--- src/rtl/mem_stall_ctrl_pkg.sv ---
// Shared types for the memory stall controller: per-port state encoding and port indices.
package mem_stall_ctrl_pkg;

    localparam int unsigned MEM_PORT_STATE_W = 2;
    localparam int unsigned PORT_IMEM        = 0;
    localparam int unsigned PORT_DMEM        = 1;

    typedef enum logic [MEM_PORT_STATE_W-1:0] {
        port_idle = 2'b00,
        port_wait = 2'b01,
        port_drop = 2'b10
    } mem_port_state_t;

    // A port is busy while it owes the pipeline a response, live or stale.
    function automatic logic port_is_busy(input mem_port_state_t s);
        return (s == port_wait) || (s == port_drop);
    endfunction

endpackage

--- src/rtl/mem_stall_ctrl_port_tracker.sv ---
// One memory port: outstanding-request FSM, live/stale response decode and
// optional wait-timeout counter (enabled by macro MEM_STALL_TIMEOUT_EN).
module mem_port_tracker
    import mem_stall_ctrl_pkg::*;
#(
    parameter bit FLUSH_EN = 1'b0
`ifdef MEM_STALL_TIMEOUT_EN
    ,
    parameter int unsigned TIMEOUT = 1024,
    parameter int unsigned PORT_ID = 0
`endif
) (
    input  logic            i_clk,
    input  logic            i_rst,
    input  logic            i_req,
    input  logic            i_resp,
    input  logic            i_flush,
    input  logic            i_stall,
    output mem_port_state_t o_state,
    output logic            o_busy,
    output logic            o_use,
    output logic            o_drop,
    output logic            o_hold,
    output logic            o_timeout
);

    mem_port_state_t r_state;
    logic            w_flush_hit;
    logic            w_accept;

    assign w_flush_hit = i_flush & FLUSH_EN;
    assign w_accept    = i_req & ~i_stall;

    // Port FSM: a response retires the request, optionally chaining a new one in the same cycle.
    always_ff @(posedge i_clk or posedge i_rst) begin
        if (i_rst) begin
            r_state <= port_idle;
        end else begin
            case (r_state)
                port_idle: if (w_accept) r_state <= port_wait;
                port_wait: begin
                    if (i_resp)           r_state <= w_accept ? port_wait : port_idle;
                    else if (w_flush_hit) r_state <= port_drop;
                end
                port_drop: if (i_resp)    r_state <= w_accept ? port_wait : port_idle;
                default:                  r_state <= port_idle;
            endcase
        end
    end

    assign o_state = r_state;
    assign o_busy  = port_is_busy(r_state);
    assign o_hold  = o_busy & ~i_resp;
    assign o_use   = (r_state == port_wait) & i_resp & ~w_flush_hit;
    assign o_drop  = i_resp & (((r_state == port_wait) & w_flush_hit) | (r_state == port_drop));

`ifdef MEM_STALL_TIMEOUT_EN
    localparam int unsigned WAIT_W = $clog2(TIMEOUT + 1);

    logic [WAIT_W-1:0] r_wait_cnt;
    logic              r_timeout;
    logic              w_enter;
    logic              w_stay;

    assign w_enter = ((r_state == port_idle) & w_accept)
                   | (o_busy & i_resp & w_accept)
                   | ((r_state == port_wait) & ~i_resp & w_flush_hit);
    assign w_stay  = o_hold & ~w_enter;

    // Wait-cycle counter, restarted on each entry to wait/drop; timeout is sticky until reset.
    always_ff @(posedge i_clk or posedge i_rst) begin
        if (i_rst) begin
            r_wait_cnt <= '0;
            r_timeout  <= 1'b0;
        end else if (w_enter) begin
            r_wait_cnt <= '0;
        end else if (w_stay && (r_wait_cnt != WAIT_W'(TIMEOUT))) begin
            r_wait_cnt <= r_wait_cnt + WAIT_W'(1);
            if (r_wait_cnt == WAIT_W'(TIMEOUT - 1)) begin
                r_timeout <= 1'b1;
                $error("mem_port_tracker: port %0d timed out waiting for response", PORT_ID);
            end
        end
    end

    assign o_timeout = r_timeout;
`else
    assign o_timeout = 1'b0;
`endif

endmodule

--- src/rtl/mem_stall_ctrl.sv ---
// Global pipeline stall from NUM_PORTS memory port trackers plus a saturating
// stall-cycle counter. Optional per-port timeout via macro MEM_STALL_TIMEOUT_EN.
module mem_stall_ctrl
    import mem_stall_ctrl_pkg::*;
#(
    parameter int unsigned          NUM_PORTS  = 2,
    parameter logic [NUM_PORTS-1:0] FLUSH_MASK = NUM_PORTS'(2'b01),
    parameter int unsigned          CNT_W      = 32,
    parameter int unsigned          TIMEOUT    = 1024
) (
    input  logic                   clk,
    input  logic                   rst,
    input  logic [NUM_PORTS-1:0]   req_i,
    input  logic [NUM_PORTS-1:0]   resp_i,
    input  logic                   flush_i,
    output logic                   stall_o,
    output logic [NUM_PORTS-1:0]   busy_o,
    output logic [NUM_PORTS-1:0]   resp_use_o,
    output logic [NUM_PORTS-1:0]   resp_drop_o,
    output logic [2*NUM_PORTS-1:0] port_state_o,
    output logic [CNT_W-1:0]       stall_cnt_o,
    output logic                   timeout_o
);

    mem_port_state_t        w_state [NUM_PORTS];
    logic [NUM_PORTS-1:0]   w_hold;
    logic [NUM_PORTS-1:0]   w_timeout;
    logic                   w_stall;
    logic [CNT_W-1:0]       r_stall_cnt;

    for (genvar p = 0; p < NUM_PORTS; p++) begin : g_port
        mem_port_tracker #(
            .FLUSH_EN (FLUSH_MASK[p])
`ifdef MEM_STALL_TIMEOUT_EN
            ,
            .TIMEOUT  (TIMEOUT),
            .PORT_ID  (p)
`endif
        ) u_trk (
            .i_clk     (clk),
            .i_rst     (rst),
            .i_req     (req_i[p]),
            .i_resp    (resp_i[p]),
            .i_flush   (flush_i),
            .i_stall   (w_stall),
            .o_state   (w_state[p]),
            .o_busy    (busy_o[p]),
            .o_use     (resp_use_o[p]),
            .o_drop    (resp_drop_o[p]),
            .o_hold    (w_hold[p]),
            .o_timeout (w_timeout[p])
        );

        assign port_state_o[2*p +: 2] = w_state[p];
    end

    // Any port still owed a response holds the whole pipeline.
    assign w_stall   = |w_hold;
    assign stall_o   = w_stall;
    assign timeout_o = |w_timeout;

    // Saturating count of stalled cycles since reset.
    always_ff @(posedge clk or posedge rst) begin
        if (rst) begin
            r_stall_cnt <= '0;
        end else if (w_stall && (r_stall_cnt != {CNT_W{1'b1}})) begin
            r_stall_cnt <= r_stall_cnt + CNT_W'(1);
        end
    end

    assign stall_cnt_o = r_stall_cnt;

endmodule

--- config.mk ---
export PLATFORM = sky130hd
export DESIGN_NAME = mem_stall_ctrl
export DESIGN_NICKNAME = d
export VERILOG_FILES = /design/src/rtl/mem_stall_ctrl_pkg.sv /design/src/rtl/mem_stall_ctrl_port_tracker.sv /design/src/rtl/mem_stall_ctrl.sv
export SDC_FILE = /design/constraint.sdc
export NUM_CORES = 1
export LEC_CHECK = 0
export BUFFER_PORTS_ARGS = -buffer_cell sky130_fd_sc_hd__buf_2
export CORE_AREA = 4 4 72 74
export DETAILED_ROUTE_END_ITERATION = 16
export DIE_AREA = 0 0 76 78
export HOLD_SLACK_MARGIN = 0.15
export PLACE_DENSITY = 0.79
export SYNTH_ARGS = -nofsm -noshare
export SYNTH_HDL_FRONTEND = slang
export SYNTH_HIERARCHICAL = 1
export SYNTH_SLANG_ARGS = --single-unit
--- constraint.sdc ---
create_clock -name clk -period 1.85 [get_ports clk]
set_input_delay 0.0925 -clock clk [delete_from_list [all_inputs] [get_ports clk]]
set_output_delay 0.0925 -clock clk [all_outputs]
set_load 0.02 [all_outputs]
Word-level counts from Yosys, hierarchy flattened --
Index checks and enable logic that the tools add are counted.
Storage, ports and cells: flip-flop bits (word level) 36, latch bits 0, memory bits (writable) 0, ROM bits 0, word-level logic and storage cells 48, memories 0
Cells by class: $add $sub $neg 1, $mul 0, div/mod/pow operators 0, order comparisons 0, eq/ne operators 10, shift operators 0, muxes and demuxes 10, bitwise operators 15, reductions and logical operators 9
Operators with widths (number):
- $add A32 B1 Y32 const B | 1
- $ne A32 B32 Y1 const B | 1
- $mux W2 | 6
- $and A1 B1 Y1 | 10
- $ne A2 B1 Y1 const B | 3
- $pmux W2 S3 | 1
- $eq A2 B1 Y1 const B | 2
- $eq A2 B2 Y1 const B | 2
- $logic_not A2 Y1 | 2
- $not A1 Y1 | 4
- $pmux W2 S2 | 1
- $reduce_or A2 Y1 | 2
- $ne A3 B3 Y1 const B | 1
- $reduce_and A3 Y1 | 1
- $logic_or A1 B1 Y1 | 2
- $mux W1 | 2
- $ne A2 B2 Y1 const B | 1
- $reduce_and A2 Y1 | 1
- $logic_and A1 B1 Y1 | 1
- $or A1 B1 Y1 | 1

Logic depth before layout (Yosys ltp) --
Gate-level depths: netlist of run 1.
depth after elaboration 9, gate-level depth with buffers 8, gate-level depth less buffers 8

Cells and area by module --
Netlist of run 1, hierarchy kept.
Modules (own cells, without submodules):
- mem_stall_ctrl | times used 1, cells each 141, area each 1625.3 µm²
- mem_port_tracker at g_port[0].u_trk | times used 1, cells each 32, area each 246.5 µm²
- mem_port_tracker at g_port[1].u_trk | times used 1, cells each 11, area each 95.1 µm²

Least setup slack after synthesis of run 1 --
No wires, ideal clock.
path kind flip-flop to flip-flop, start point reg g_port[0].u_trk.r_state[0], end point reg g_port[0].u_trk.r_state[0], library setup time 0.126 ns, arrival time 2.376 ns, path slack -0.652 ns, cell stages (with the launch flop) 9, cell sequence dfrtp_1 -> inv_1 -> ha_1 -> and2b_1 -> or2_2 -> clkbuf_1 -> nand2b_1 -> and3_1 -> a221o_1
Between the ends: word-level cells in the longest chain between the ends 9, elaborated cells on any way between the ends 16, classes of those cells 5 x eq/ne; 4 x mux; 3 x bitwise; 4 x reduce/logical
RTL lines:
- start, declared | line mem_stall_ctrl_port_tracker.sv:27 | mem_port_state_t r_state;
- start signal, assigned | line mem_stall_ctrl_port_tracker.sv:37 | r_state <= port_idle;
- start signal, assigned | line mem_stall_ctrl_port_tracker.sv:40 | port_idle: if (w_accept) r_state <= port_wait;
- start signal, assigned | line mem_stall_ctrl_port_tracker.sv:42 | if (i_resp) r_state <= w_accept ? port_wait : port_idle;
- $eq A2 B1 Y1 or $eq A2 B2 Y1 (tied branches) | line mem_stall_ctrl_pkg.sv:16 | return (s == port_wait) || (s == port_drop);
- $logic_or A1 B1 Y1 (*) | line mem_stall_ctrl_pkg.sv:16
- via busy_o[0] | line mem_stall_ctrl.sv:17 | output logic [NUM_PORTS-1:0] busy_o,
- $and A1 B1 Y1 (*) | line mem_stall_ctrl_port_tracker.sv:53 | assign o_hold = o_busy & ~i_resp;
- via w_hold[0] | line mem_stall_ctrl.sv:26 | logic [NUM_PORTS-1:0] w_hold;
- $reduce_or A2 Y1 (*) | line mem_stall_ctrl.sv:58 | assign w_stall = |w_hold;
- via stall_o | line mem_stall_ctrl.sv:16 | output logic stall_o,
- $not A1 Y1 (*) | line mem_stall_ctrl_port_tracker.sv:32 | assign w_accept = i_req & ~i_stall;
- $and A1 B1 Y1 (*) | line mem_stall_ctrl_port_tracker.sv:32
- $mux W1 | line mem_stall_ctrl_port_tracker.sv:42, mem_stall_ctrl_port_tracker.sv:45
- $mux W2, on equally long branches | line mem_stall_ctrl_port_tracker.sv:45, mem_stall_ctrl_port_tracker.sv:42
- $pmux W2 S3 | line mem_stall_ctrl_port_tracker.sv:39 | case (r_state)
Mark *: on every way through the listed nets, which the timed path passes. The rest lies on a longest branch. The select of a mux whose other input is x is not followed. A chain may end at the register's enable or synchronous reset.

Worst setup path in the final report of run 1 --
start point reg g_port[0].u_trk.r_state[1], end point reg g_port[0].u_trk.r_state[0]
Between the ends: word-level cells in the longest chain between the ends 9, elaborated cells on any way between the ends 16, classes of those cells 5 x eq/ne; 4 x mux; 3 x bitwise; 4 x reduce/logical
RTL lines (line):
- $eq A2 B1 Y1 or $eq A2 B2 Y1 (tied branches) | mem_stall_ctrl_pkg.sv:16
- $logic_or A1 B1 Y1 (*) | mem_stall_ctrl_pkg.sv:16
- $and A1 B1 Y1 (*) | mem_stall_ctrl_port_tracker.sv:53
- via w_hold[0] | mem_stall_ctrl.sv:26
- $reduce_or A2 Y1 (*) | mem_stall_ctrl.sv:58
- $not A1 Y1 (*) | mem_stall_ctrl_port_tracker.sv:32
- $and A1 B1 Y1 (*) | mem_stall_ctrl_port_tracker.sv:32
- $mux W1 | mem_stall_ctrl_port_tracker.sv:42, mem_stall_ctrl_port_tracker.sv:45
- $mux W2, on equally long branches | mem_stall_ctrl_port_tracker.sv:45, mem_stall_ctrl_port_tracker.sv:42
- $pmux W2 S3 | mem_stall_ctrl_port_tracker.sv:39
Marks and branches as above.

==> results.md, run 1 <==
- Status: finished, violations left
- Failing checks: negative setup slack
- IO Port Bufs: 47
- Depth of the worst register-to-register path: 7
- Proportion of layout cells with a drive suffix above 1: 41.6%
- Vias per Instance: 5.25
- Maximum number of pins on one net before global-route repair: 33
- Number of primary I/O pins: 51
- Pins over their slew limit: 0
- DIE HEIGHT: 78 µm
- Global placement routability congestion: 0.781
- Combinational cell fraction of total power: 39.4%
- CTS Root Buffer Type: sky130_fd_sc_hd__clkbuf_8
- Launching element type of the critical path: register
- Global-route wire length before repair: 7830 µm
- Worst-path maximum fanout: 6
- Detailed-route wire length per cell: 14.5 µm
- Worst R2R Setup Slack: -0.02 ns
- RSZ-0062 raised after global routing: yes
- Count of non-filler cells in the finished layout: 311
- Number of nets still failing antenna checks after routing: 0
- DRC viols: 0
- Flop pwr share: 36.9%
- Clock tree skew after final layout: 0.00503 ns
- Most common cell after layout, fill and taps aside: sky130_fd_sc_hd__buf_2
- Final period util: 101%
- Worst Setup Slack post-DPL: -0.0267 ns
- Vias in the first global route: 1605
- Layout Nets: 268
- Horiz. Die Dim: 76 µm
- Signed area change from the synthesized netlist to the final layout: 30.9%
- Commonest cells after routing, fill and taps aside: sky130_fd_sc_hd__buf_2 (47), sky130_fd_sc_hd__dfrtp_1 (33), sky130_fd_sc_hd__xnor2_1 (27), sky130_fd_sc_hd__buf_4 (21), sky130_fd_sc_hd__nand4_1 (17)
- Leading area contributor after synthesis: sky130_fd_sc_hd__dfrtp_1
- Worst supply voltage drop on vdd: 0.762 mV
- GRT Residual Overflow: 0
- Final critical-path setup slack: -0.0194 ns
- Area of the mapped netlist: 1970 µm²
- # placed instances: 297
- Number of vias after detailed routing: 1634
- Post-DP HPWL: 3270 µm
- Primary FF master, synth: sky130_fd_sc_hd__dfrtp_1
- Combined global-route utilization of all metal layers: 16.0%
- Time the final worst path needs with I/O delays and setup: 1.87 ns
- Power dissipated by switching net loads: 935 µW
- Num Clock Sinks: 35
- Top cell type's share of synthesized area: 44.5%
- Layout Utilization: 56.0%
- Worst hold-check path type: in -> reg
- FF-to-FF End: g_port[0].u_trk/o_state[0]
- Part of the power in the clock network: 23.7%
- WHS Endpoint: g_port[0].u_trk/o_state[1]
- H-Tree Level Count: 2
- Met2 routed WL: 2210 µm
- Uppermost routed layer: met4
- Clk buf depth: 2
- Worst min-delay path startpoint: req_i[0]
- WL met1: 1940 µm
- Signal arrival time at the worst endpoint: 2.03 ns
- Max-capacitance violation count: 0
- Highest achievable clock rate: 0.535 GHz
- Detailed router's first-iteration violation count: 145
- Category of the critical setup timing path: reg -> reg
- Diodes inserted: 0
- Total wirelength of the detailed-routed design: 4500 µm
- Hold violation total from the final report: 0
- Pint: 1650 µW
- Count of mapped cells out of synthesis: 184
- Power density cells: 1000 nW/µm²
- Initial core utilization: 42.8%
- Total core area: 4600 µm²
- Die ar.: 5930 µm²
- Critical Path Sink Type: register
- Number of buffers added by the clock tree synthesis step: 5
- Register area share after synthesis: 44.5%
- Net switching fraction of the power: 36.2%
- Average footprint of a synthesized cell: 10.7 µm²
- Total leakage power: 0.00128 µW
- Flip-flop and latch count after synthesis: 35
- CTS tree: done
- Distinct cell type count after synthesis: 44
- Setup-failing EPs final: 1
- Pre-Repair DR Iteration Count: 4
- Depth of the worst hold-timing path: 4
- Core Rows: 25
- Top area cells in the synthesized netlist: sky130_fd_sc_hd__dfrtp_1 (45%), sky130_fd_sc_hd__xnor2_1 (12%), sky130_fd_sc_hd__nand4_1 (5.4%)
- Worst-skew pair later-pin latency: 0.28 ns
- Data required time at the worst endpoint: 2.01 ns
- Antenna violations before repair: 0
- Launch instance of the worst register-to-register path: g_port[0].u_trk/o_state[1]
- Yosys Warn Count: 6
- Number of flops mapped to enable cells by yosys: 0
- Length of routed met3 wiring: 277 µm
- Clock edge transition at the registers on the reported setup and hold paths: 0.07 ns
- Share of synthesized flip-flops with an asynchronous set or reset: 100%
[logic make-up (layout without fill, tap and decap cells)]
logic type,after synthesis,count (layout),share of synthesized area [%]
AO/OA/AOI/OAI,10,10,5.03
XOR/XNOR,31,31,13.8
flip-flops,35,35,44.5
buffers and inverters,15,86,4.26
other,2,4,0.382
adder cells (fa/ha/maj),5,5,3.18
multiplexers,1,1,0.572
AND/OR/NAND/NOR,85,85,28.2
[worst max-delay path by stage]
stage / start / end / slack, ns / cells past startpoint
floorplan: g_port[0].u_trk/o_state[1] / g_port[0].u_trk/o_state[0] / -0.17 / 8
global route: g_port[0].u_trk/o_state[0] / stall_cnt_o[25] / -0.09 / 8
detailed placement: g_port[0].u_trk/o_state[0] / stall_cnt_o[22] / -0.03 / 7
finish: g_port[0].u_trk/o_state[1] / g_port[0].u_trk/o_state[0] / -0.02 / 7
global placement: g_port[0].u_trk/o_state[0] / stall_cnt_o[30] / 0.02 / 7
CTS: g_port[0].u_trk/o_state[0] / stall_cnt_o[25] / 0.005 / 8
[through the flow]
stage                     hold WS (ns)  TNS, ns  instance area, µm²  power [µW]
final                            0.193  -0.0194                2570        2590
after global routing             0.205   -0.437                2570        2730
after CTS                        0.179        0                2540        2550
after detailed placement       -0.0524  -0.0725                2390        1920
after global placement         -0.0515        0                2390        1910
after floorplan                 -0.179    -1.16                2020        1650
[cell type report]
cell class	count	area, µm²
clock buffers	7	96.3
clock inverters	1	7.51
fillers	403	2020
inverters	7	26.3
multi-input cells	136	1080
flip-flops and latches	35	878
well taps	54	67.6
repair buffers	71	423
[registers in the layout (all words and copies together) (netlist names)]
name and count:
stall_cnt_o 32, g_port.u_trk/o_state 3
[per-layer routing]
layer / GRT usage, % / up-vias
met3: 3.48 / 6
met2: 25.7 / 58
met1: 21.1 / 786
met5: 0 / -
li1: - / 784
met4: 5.87 / 0
[power by group through the flow]
stage                     registers, µW  clock network, µW  logic, µW
after CTS                           952                630        970
after detailed placement            964                  0        958
final                               954                614       1020
after global placement              960                  0        946
after global routing                972                671       1090
after floorplan                    1090                  0        565
[worst max-delay path: stages (launching register included)]
cell and delay [ns]:
sky130_fd_sc_hd__dfrtp_2 0.41, sky130_fd_sc_hd__inv_2 0.09, sky130_fd_sc_hd__ha_4 0.20, sky130_fd_sc_hd__and2b_2 0.22, sky130_fd_sc_hd__or2_4 0.28, sky130_fd_sc_hd__nand2b_4 0.17, sky130_fd_sc_hd__and3_4 0.14, sky130_fd_sc_hd__a221o_1 0.25
[synthesized netlist by cell type (2+ instances only)]
cell / count
sky130_fd_sc_hd__and4_4: 2
sky130_fd_sc_hd__or2_2: 2
sky130_fd_sc_hd__dfrtp_1: 35
sky130_fd_sc_hd__nor3b_2: 3
sky130_fd_sc_hd__xnor2_1: 27
sky130_fd_sc_hd__nand2b_1: 2
sky130_fd_sc_hd__nor2_1: 9
sky130_fd_sc_hd__nand3b_1: 2
sky130_fd_sc_hd__buf_4: 5
sky130_fd_sc_hd__nand4_4: 2
sky130_fd_sc_hd__nor2b_1: 4
sky130_fd_sc_hd__nand3_1: 15
sky130_fd_sc_hd__and2_1: 2
sky130_fd_sc_hd__inv_1: 7
sky130_fd_sc_hd__conb_1: 2
sky130_fd_sc_hd__and3_1: 4
sky130_fd_sc_hd__nand2_1: 9
sky130_fd_sc_hd__xor2_1: 4
sky130_fd_sc_hd__ha_1: 5
sky130_fd_sc_hd__o21ai_0: 2
sky130_fd_sc_hd__nand4_1: 17
sky130_fd_sc_hd__and2_2: 2
[what timing repair did]
item                       CTS  global route
pin swaps                    2             8
gates resized for setup      1             7
hold endpoints to repair    36             0
setup endpoints to repair    6            16
hold buffers                 3             0
setup buffers                1             3
Power figures use the tool's default switching activity.
==> inputs of run 2 (changes only) <==
--- a/config.mk
+++ b/config.mk
@@ -5,7 +5,7 @@
 export SDC_FILE = /design/constraint.sdc
 export NUM_CORES = 1
 export LEC_CHECK = 0
-export BUFFER_PORTS_ARGS = -buffer_cell sky130_fd_sc_hd__buf_2
+export BUFFER_PORTS_ARGS = -buffer_cell sky130_fd_sc_hd__clkbuf_2
 export CORE_AREA = 4 4 72 74
 export DETAILED_ROUTE_END_ITERATION = 16
 export DIE_AREA = 0 0 76 78
==> run 2 against run 1 <==
Cell count up 1.3%. Sequential share of layout area shrank 0.90 points. Critical endpoint unchanged. Maximum frequency is 1.6% lower. Clock power increased by 17%. Critical path depth unchanged. First-iteration DRC count is 21% lower. Total power up 7.8%. Design area grew 2.7%. Combinational power up 12%. Largest cell class unchanged. The run still ends with negative setup slack left.
==> results.md, run 2 (synthesis gave the netlist of run 1 again) <==
- Status: finished, violations left
- Failing checks: negative setup slack
- Category of the critical setup timing path: reg -> reg
- Vias per Instance: 5.09
- Worst hold-check path type: in -> reg
- Worst supply voltage drop on vdd: 0.733 mV
- Cell family with most CP delay: simple AND/OR/NAND/NOR gates
- Flip-flop count of the largest register after layout: 32
- CTS Root Buffer Type: sky130_fd_sc_hd__clkbuf_8
- Clock tree skew after final layout: 0.00657 ns
- Antenna violations before repair: 0
- Post-DP HPWL: 3270 µm
- Final period util: 103%
- CTS tree: done
- Worst-path maximum fanout: 5
- Count of non-filler cells in the finished layout: 315
- Launching element type of the critical path: register
- Detailed-route wire length per cell: 14.1 µm
- Power density cells: 1050 nW/µm²
- Hold violation total from the final report: 0
- CP bufs+invs: 1
- Maximum number of pins on one net before global-route repair: 33
- Area of all placed cells without fillers: 2650 µm²
- Time the final worst path needs with I/O delays and setup: 1.90 ns
- IO Port Bufs: 47
- Die ar.: 5930 µm²
- Horiz. Die Dim: 76 µm
- # placed instances: 299
- Combined global-route utilization of all metal layers: 15.7%
- H-Tree Level Count: 2
- Clock edge transition at the registers on the reported setup and hold paths: 0.07 ns
- GRT Residual Overflow: 0
- RSZ-0062 raised after global routing: yes
- Number of vias after detailed routing: 1602
- Number of fill cells: 401
- Diodes inserted: 0
- Proportion of layout cells with a drive suffix above 1: 42.1%
- Most common cell after layout, fill and taps aside: sky130_fd_sc_hd__clkbuf_2
- Total leakage power: 0.00128 µW
- Cell area reported after detailed placement: 2400 µm²
- Layout Nets: 272
- DRC viols: 0
- Worst path cell trace: inv_2 > ha_4 > and2b_2 > or2_4 > nand2b_4 > a211oi_1 > a221o_1
- Detailed router's first-iteration violation count: 115
- Signed area change from the synthesized netlist to the final layout: 34.5%
- DIE HEIGHT: 78 µm
- Worst-skew pair later-pin latency: 0.29 ns
- Number of nets still failing antenna checks after routing: 0
- Slowest stage cell on the critical path: sky130_fd_sc_hd__dfrtp_2
- Number of primary I/O pins: 51
- Global placement routability congestion: 0.781
- Pre-Repair DR Iteration Count: 4
- Max-capacitance violation count: 0
- Number of buffers added by the clock tree synthesis step: 5
- Signal arrival time at the worst endpoint: 2.12 ns
- CP max stage delay: 0.42 ns
- Total wirelength of the detailed-routed design: 4430 µm
- Data required time at the worst endpoint: 2.07 ns
- Clk buf depth: 2
- Worst Setup Slack post-DPL: -0.0528 ns
- Highest achievable clock rate: 0.527 GHz
- Final critical-path setup slack: -0.0490 ns
- Setup-failing EPs final: 1
- Total core area: 4600 µm²
- Num Clock Sinks: 35
- Pins over their slew limit: 0
- Initial core utilization: 42.8%
- Core Rows: 25
- Commonest cells after routing, fill and taps aside: sky130_fd_sc_hd__clkbuf_2 (46), sky130_fd_sc_hd__dfrtp_1 (33), sky130_fd_sc_hd__xnor2_1 (27), sky130_fd_sc_hd__buf_4 (24), sky130_fd_sc_hd__nand4_1 (17)
- Vias in the first global route: 1599
- Critical Path Sink Type: register
- Global-route wire length before repair: 7530 µm
==> run 2: what timing repair did <==
action,4_1_cts,5_1_grt
resized for setup,1,12
cloned,0,0
hold buffers,3,0
endpoints found under the setup margin,7,13
buffers inserted,1,5
pin swaps,0,6
endpoints found under the hold margin,36,0
==> run 2: path summary, 6_finish.rpt <==
| check | start | end | slack [ns] | cells past startpoint |
|---|---|---|---|---|
| hold / removal | flush_i | g_port[0].u_trk/o_state[1] | 0.17 | 4 |
| max in group asynchronous | rst | stall_cnt_o[12] | 1.10 | 4 |
| min in group asynchronous | rst | g_port[1].u_trk/o_state[0] | 0.20 | 3 |
| setup reg to reg | g_port[0].u_trk/o_state[0] | g_port[0].u_trk/o_state[0] | -0.05 | 7 |
| setup / recovery | g_port[0].u_trk/o_state[0] | g_port[0].u_trk/o_state[0] | -0.05 | 7 |
| hold reg to reg | stall_cnt_o[31] | stall_cnt_o[31] | 0.50 | 1 |
==> run 2: through the flow <==
stage	util, %	total power [µW]	TNS (ns)	hold WS, ns
floorplan	-	1650	-1.16	-0.179
global route	57.5	2940	-0.518	0.204
CTS	55.9	2700	-0.00793	0.178
finish	57.5	2790	-0.0490	0.172
detailed placement	52.3	1970	-0.168	-0.0571
global placement	52.3	1940	0	-0.0625
==> run 2: area by class of cell <==
class                      instances  area (µm²)  area share (%)
clock inverter                     2        35.0            1.32
sequential                        35         878            33.2
multi-input combinational        136        1090            41.3
inverter                           7        26.3           0.993
timing repair buffer              75         463            17.5
tap                               54        67.6            2.55
clock buffer                       6        82.6            3.12
==> run 2: worst register-to-register path: cells and delay by family, from the launching register on <==
family,cells,cell delay (ns)
fa+ha+maj,1,0.20
flops,1,0.42
simple gates,3,0.65
buf+inv,1,0.09
compound gates,2,0.48
==> run 2: layer usage <==
layer | routed length [µm] | GRT usage (%) | vias up
met5 | 0 | 0 | -
met4 | 66 | 6.23 | 0
met3 | 219 | 5.34 | 6
met2 | 2270 | 26.2 | 36
met1 | 1880 | 18.3 | 779
li1 | - | - | 781
==> run 2: power breakdown <==
group	internal [µW]	switching [µW]
clock	436	282
combinational	520	618
sequential	861	71.8
total	1820	972
